[config.mk]
export PLATFORM = sky130hd
export DESIGN_NAME = tile_config_loader
export DESIGN_NICKNAME = d
export VERILOG_FILES = /design/src/rtl/tile_config_loader.sv
export SDC_FILE = /design/constraint.sdc
export NUM_CORES = 1
export LEC_CHECK = 0
export BUFFER_PORTS_ARGS = -buffer_cell sky130_fd_sc_hd__buf_2
export CAP_MARGIN = 20
export CORE_AREA = 2 2 152 154
export CTS_CLUSTER_SIZE = 28
export DETAILED_ROUTE_END_ITERATION = 8
export DIE_AREA = 0 0 154 156
export PLACE_DENSITY = 0.65
export SLEW_MARGIN = 10
export SYNTH_ARGS = -nofsm -noshare
export SYNTH_HDL_FRONTEND = slang
export SYNTH_SLANG_ARGS = --single-unit
[constraint.sdc]
create_clock -name clk -period 1.4 [get_ports clk]
set_input_delay 0.14 -clock clk [delete_from_list [all_inputs] [get_ports clk]]
set_output_delay 0.14 -clock clk [all_outputs]
set_load 0.01 [all_outputs]
[src/rtl/tile_config_loader.sv]
// Tile configuration loader: streams DW-bit words into a shadow register and commits them to conf.
// Optional feature macro CFG_CHECKSUM_EN adds a trailing XOR checksum word and the sticky err flag.
module tile_config_loader #(
    parameter int CONF_BITS = 96,
    parameter int DW        = 8,
    parameter int NWORDS    = (CONF_BITS + DW - 1) / DW
) (
    input  logic                 clk,
    input  logic                 rst,
    input  logic                 start,
    input  logic                 abort,
    input  logic [DW-1:0]        cfg_data,
    input  logic                 cfg_valid,
    output logic                 cfg_ready,
    output logic [CONF_BITS-1:0] conf,
    output logic                 cset,
    output logic                 busy,
    output logic                 done,
    output logic                 err
);

    localparam int CNTW = (NWORDS > 1) ? $clog2(NWORDS) : 1;
    localparam logic [CNTW-1:0] LAST = CNTW'(NWORDS - 1);

`ifdef CFG_CHECKSUM_EN
    typedef enum logic [2:0] {IDLE, LOAD, CHECK, COMMIT, STROBE} state_t;
`else
    typedef enum logic [1:0] {IDLE, LOAD, COMMIT, STROBE} state_t;
`endif

    state_t                 state_q, state_d;
    logic [CNTW-1:0]        cnt_q, cnt_d;
    logic [CONF_BITS-1:0]   shadow_q, shadow_d;
    logic [CONF_BITS-1:0]   conf_q, conf_d;
`ifdef CFG_CHECKSUM_EN
    logic                   err_q, err_d;
    logic [DW-1:0]          xor_q, xor_d;
`endif

    always_comb begin
        state_d  = state_q;
        cnt_d    = cnt_q;
        shadow_d = shadow_q;
        conf_d   = conf_q;
`ifdef CFG_CHECKSUM_EN
        err_d    = err_q;
        xor_d    = xor_q;
`endif
        unique case (state_q)
            IDLE: begin
                if (start) begin
                    cnt_d   = '0;
`ifdef CFG_CHECKSUM_EN
                    err_d   = 1'b0;
                    xor_d   = '0;
`endif
                    state_d = LOAD;
                end
            end
            LOAD: begin
                if (abort) begin
                    state_d = IDLE;
                end else if (cfg_valid) begin
                    // Bits beyond CONF_BITS in the last word have no home and are dropped
                    for (int i = 0; i < CONF_BITS; i++) begin
                        if (CNTW'(i / DW) == cnt_q) begin
                            shadow_d[i] = cfg_data[i % DW];
                        end
                    end
                    cnt_d = cnt_q + CNTW'(1);
`ifdef CFG_CHECKSUM_EN
                    xor_d = xor_q ^ cfg_data;
                    if (cnt_q == LAST) state_d = CHECK;
`else
                    if (cnt_q == LAST) state_d = COMMIT;
`endif
                end
            end
`ifdef CFG_CHECKSUM_EN
            CHECK: begin
                if (abort) begin
                    state_d = IDLE;
                end else if (cfg_valid) begin
                    if (cfg_data == xor_q) begin
                        state_d = COMMIT;
                    end else begin
                        err_d   = 1'b1;
                        state_d = IDLE;
                    end
                end
            end
`endif
            COMMIT: begin
                conf_d  = shadow_q;
                state_d = STROBE;
            end
            STROBE: begin
                state_d = IDLE;
            end
            default: begin
                state_d = IDLE;
            end
        endcase
    end

    always_ff @(posedge clk) begin
        if (!rst) begin
            state_q  <= IDLE;
            cnt_q    <= '0;
            shadow_q <= '0;
            conf_q   <= '0;
`ifdef CFG_CHECKSUM_EN
            err_q    <= 1'b0;
            xor_q    <= '0;
`endif
        end else begin
            state_q  <= state_d;
            cnt_q    <= cnt_d;
            shadow_q <= shadow_d;
            conf_q   <= conf_d;
`ifdef CFG_CHECKSUM_EN
            err_q    <= err_d;
            xor_q    <= xor_d;
`endif
        end
    end

`ifdef CFG_CHECKSUM_EN
    assign cfg_ready = (state_q == LOAD) || (state_q == CHECK);
    assign err       = err_q;
`else
    assign cfg_ready = (state_q == LOAD);
    assign err       = 1'b0;
`endif
    assign busy = (state_q != IDLE);
    assign cset = (state_q == STROBE);
    assign done = (state_q == STROBE);
    assign conf = conf_q;

endmodule

==> summary by stage <==
Detailed routing
The ratio of routed vias to standard cells is 5.07. The routed wirelength normalized by instance count is 18.4 um. The detailed router finished its first iteration with 487 violations. The final wirelength is 23800 um. For this run, design rule violations remaining after detail routing come to 0. Summing over every cut layer, the via total after detailed routing is 6551. Once detail routing completed, the nets flagged for antenna violations numbered 0. Before antenna repair, the detailed router went through 5 iterations.

Power and ir drop
The clock network accounts for 45.4% of the total power. The internal power is 8.67 mW. IR analysis of the VDD net gives a maximum drop of 0.000644 V. The switching share of total power is 22.7%. The power per cell area is 1010 mW/mm2.

The switching power of the nets is 2.55 mW. The power share of the sequential group is 50.3%. For this design the static power due to leakage is 4.65 nW. In this run, the combinational gates consume 4.3% of the power.

Synth
After synthesis the cells add up to 0.00767 mm2. The number of synthesized register bits is 198. After synthesis, flip-flops and latches occupy 51.7% of the total area. The Yosys step of the flow raised 0 warnings. The synthesized netlist contains 38 unique library cells. A synthesized cell averages 9.13 um2. The number of nets handed over by synthesis was 857.

Synthesis handed over a netlist of 840 instances.

Worst setup path
The type of origin of the critical path is a flip-flop. Data on the critical path arrives at its endpoint at 1.85 ns. The category of the critical setup timing path is flip-flop to flip-flop. In this run the critical register-to-register path is launched from cnt_q[3]. In this run the worst path has a maximum fanout of 8. At the worst endpoint, the required time is 1.76 ns.

The critical path starts at cnt_q[3]. STA classifies the critical path endpoint as a flip-flop.

Timing
Headroom to the max-slew limit came out at 61.9%. The max-slew violation count is 0. Setup repair after global routing could not meet its margin everywhere. The routed design could run at a clock period as short as 1.50 ns. The total of endpoints with negative setup slack in the final report is 70. The worst path setup slack after routing is -0.0951 ns.

The hold violation count in the final report was 0. After routing, the total negative slack on setup checks comes to -3.06 ns. Timing would allow up to 0.669 GHz. The worst path uses 107% of the clock period. The worst clock skew is 0.00840 ns. The slew at the pin closest to its max-slew limit is 0.571 ns.

Floorplan
The die is 154 um wide. The row count is 55. The die covers 0.0240 mm2. The initial utilization of the core area, before any placement, comes to 34.3%. During I/O placement, the number of pins put on the boundary was 114. The height of the die is 156 um. The core footprint is 0.0224 mm2.

Clock network
The clock tree from TritonCTS is done. The clock passes through at most 2 buffers. Hold repair after CTS inserted 0 buffers. Clock-pin slew was measured on the worst setup and hold paths at 0.08 ns. The clock root buffer master is sky130_fd_sc_hd__clkbuf_16.

In this run the number of H-tree levels came out at 4. The total CTS buffers is 17. The clock latency reported for the late side of the worst-skew pair is 0.44 ns. The clock sink count is 198.

Cells and area
The repair_antennas step left the layout with diodes totalling 0. The filler cells instantiated in the layout total 1974. Leaving out fill and tap cells, the most frequent cells in the layout are sky130_fd_sc_hd__dfxtp_1 (193), sky130_fd_sc_hd__nand2_1 (177), sky130_fd_sc_hd__buf_2 (108). The layout net count is 1011. The post-synthesis to final-layout area growth is 45.0%. Of the cells placed in the final design, the portion with a size suffix greater than 1 is 39.6%. The final cell utilization of the core is 49.7%. The area of combinational cells with multiple inputs is 0.00418 mm2.

Across the whole layout, storage elements account for 0.00398 mm2. The library cell used most frequently in the layout, excluding fill and tap cells, is sky130_fd_sc_hd__dfxtp_1.

Global routing
The global-route total usage across every layer is 17.1%. The number of antenna violations at the first check in global routing was 0. Entering global routing, the biggest net connects 32 pins. The global route total overflow is 0. The via count of the first global-routing pass is 5903.

The first-pass GRT wire length is 32100 um.

Placed design
The post-placement worst setup slack is -0.140 ns. The congestion estimate from routability-driven global placement came to 0.782. Summed over all nets, the half-perimeter wirelength after detailed placement is 12400 um. Port buffering added 112 buffers.

Status
The flow ran to the end, but the final reports show violations. The checks that failed: setup timing.

Hold path
The critical hold path startpoint is cfg_data[7]. The worst hold path belongs to the class input pin to flip-flop.

Run
The tool flagged a number of max-cap violations equal to 0.
==> worst max-delay path: stages (launching register included) <==
cell	delay, ns
sky130_fd_sc_hd__dfxtp_1	0.31
sky130_fd_sc_hd__or4b_4	0.53
sky130_fd_sc_hd__buf_12	0.17
sky130_fd_sc_hd__nor2_8	0.18
sky130_fd_sc_hd__mux2i_1	0.22
==> power groups by stage <==
stage          clock [mW]  sequential [mW]  combinational, mW
4_1_cts              5.13             5.64              0.433
5_1_grt              5.35             5.64              0.503
2_1_floorplan           0             5.77              0.228
6_report             5.09             5.64              0.479
3_3_place_gp            0             5.78              0.410
3_5_place_dp            0             5.78              0.410
==> cells in the mapped netlist (all sizes together) <==
cell     count  area share [%]
a21boi     130              13
nand4bb      2            0.29
and3b        3            0.34
inv          2           0.098
clkbuf      46             2.3
o21ai       33             2.2
o22ai        1           0.082
ha           4            0.65
or4b         1            0.13
conb         1           0.049
and4b        1            0.13
nor2         9             1.6
mux2i       66             8.6
buf         17             1.2
xnor2        1            0.11
a22oi        1           0.098
nand4b       1            0.11
and2         3            0.24
nand2      264              13
a21oi        1           0.065
nand3       36             2.3
nor3b        1            0.16
or4bb        1            0.15
dfxtp      198              52
nor4bb       2            0.26
or3b         2            0.23
nand3b       7            0.78
nand2b       2            0.16
nor2b        2            0.16
and3         1           0.082
or2          1           0.082
==> cell type report <==
class,instances,area share [%]
sequential,198,35.8
tap,285,3.21
clock buffer,18,3.86
timing repair buffer,198,17.8
multi-input combinational,577,37.6
clock inverter,14,1.56
inverter,2,0.0900
==> cell families after synthesis <==
family | share of synthesized area [%]
muxes | 8.61
DFF | 51.7
other | 0.0489
xor gates and xnor gates | 0.114
AOI/OAI and AO/OA | 15.1
adders and majority gates | 0.653
buffers and inverters | 3.54
and+or+nand+nor | 20.2
==> sequential cells by signal (all words and copies together), names as in the netlist, named ones only <==
name      cells
cnt_q         4
conf         96
shadow_q     96
state_q       1
==> path summary, 6_finish.rpt <==
path	endpoint	slack, ns	cells after the start
max	shadow_q[16]	-0.1	4
min	shadow_q[79]	0.03	3
max reg2reg	shadow_q[16]	-0.1	4
min reg2reg	conf[65]	0.45	2
==> what timing repair did <==
action,4_1_cts,5_1_grt
hold endpoints to repair,0,0
endpoints found under the setup margin,177,194
buffers inserted,11,4
resized for setup,95,280
cloned,6,20
pin swaps,38,134
==> routing by layer <==
layer	GRT usage (%)	share of wire [%]	vias to the layer above	wire length [um]
li1	-	-	3118	-
met1	23.7	46	3209	11000
met2	26.7	47	199	11100
met3	3.89	5.9	25	1410
met4	5.03	1.4	0	340
met5	0	0	-	0
==> stage by stage <==
step	instance area (um2)	power, mW	std cells	hold slack [ns]
after detailed placement	8930	6.19	1221	0.449
after global routing	11100	11.5	1292	0.0269
after CTS	9930	11.2	1270	0.0136
after global placement	8930	6.19	1221	0.443
after floorplan	7730	6.00	840	0.287
final	11100	11.2	1292	0.0325
No activity file was read; power rests on OpenSTA's default activity.
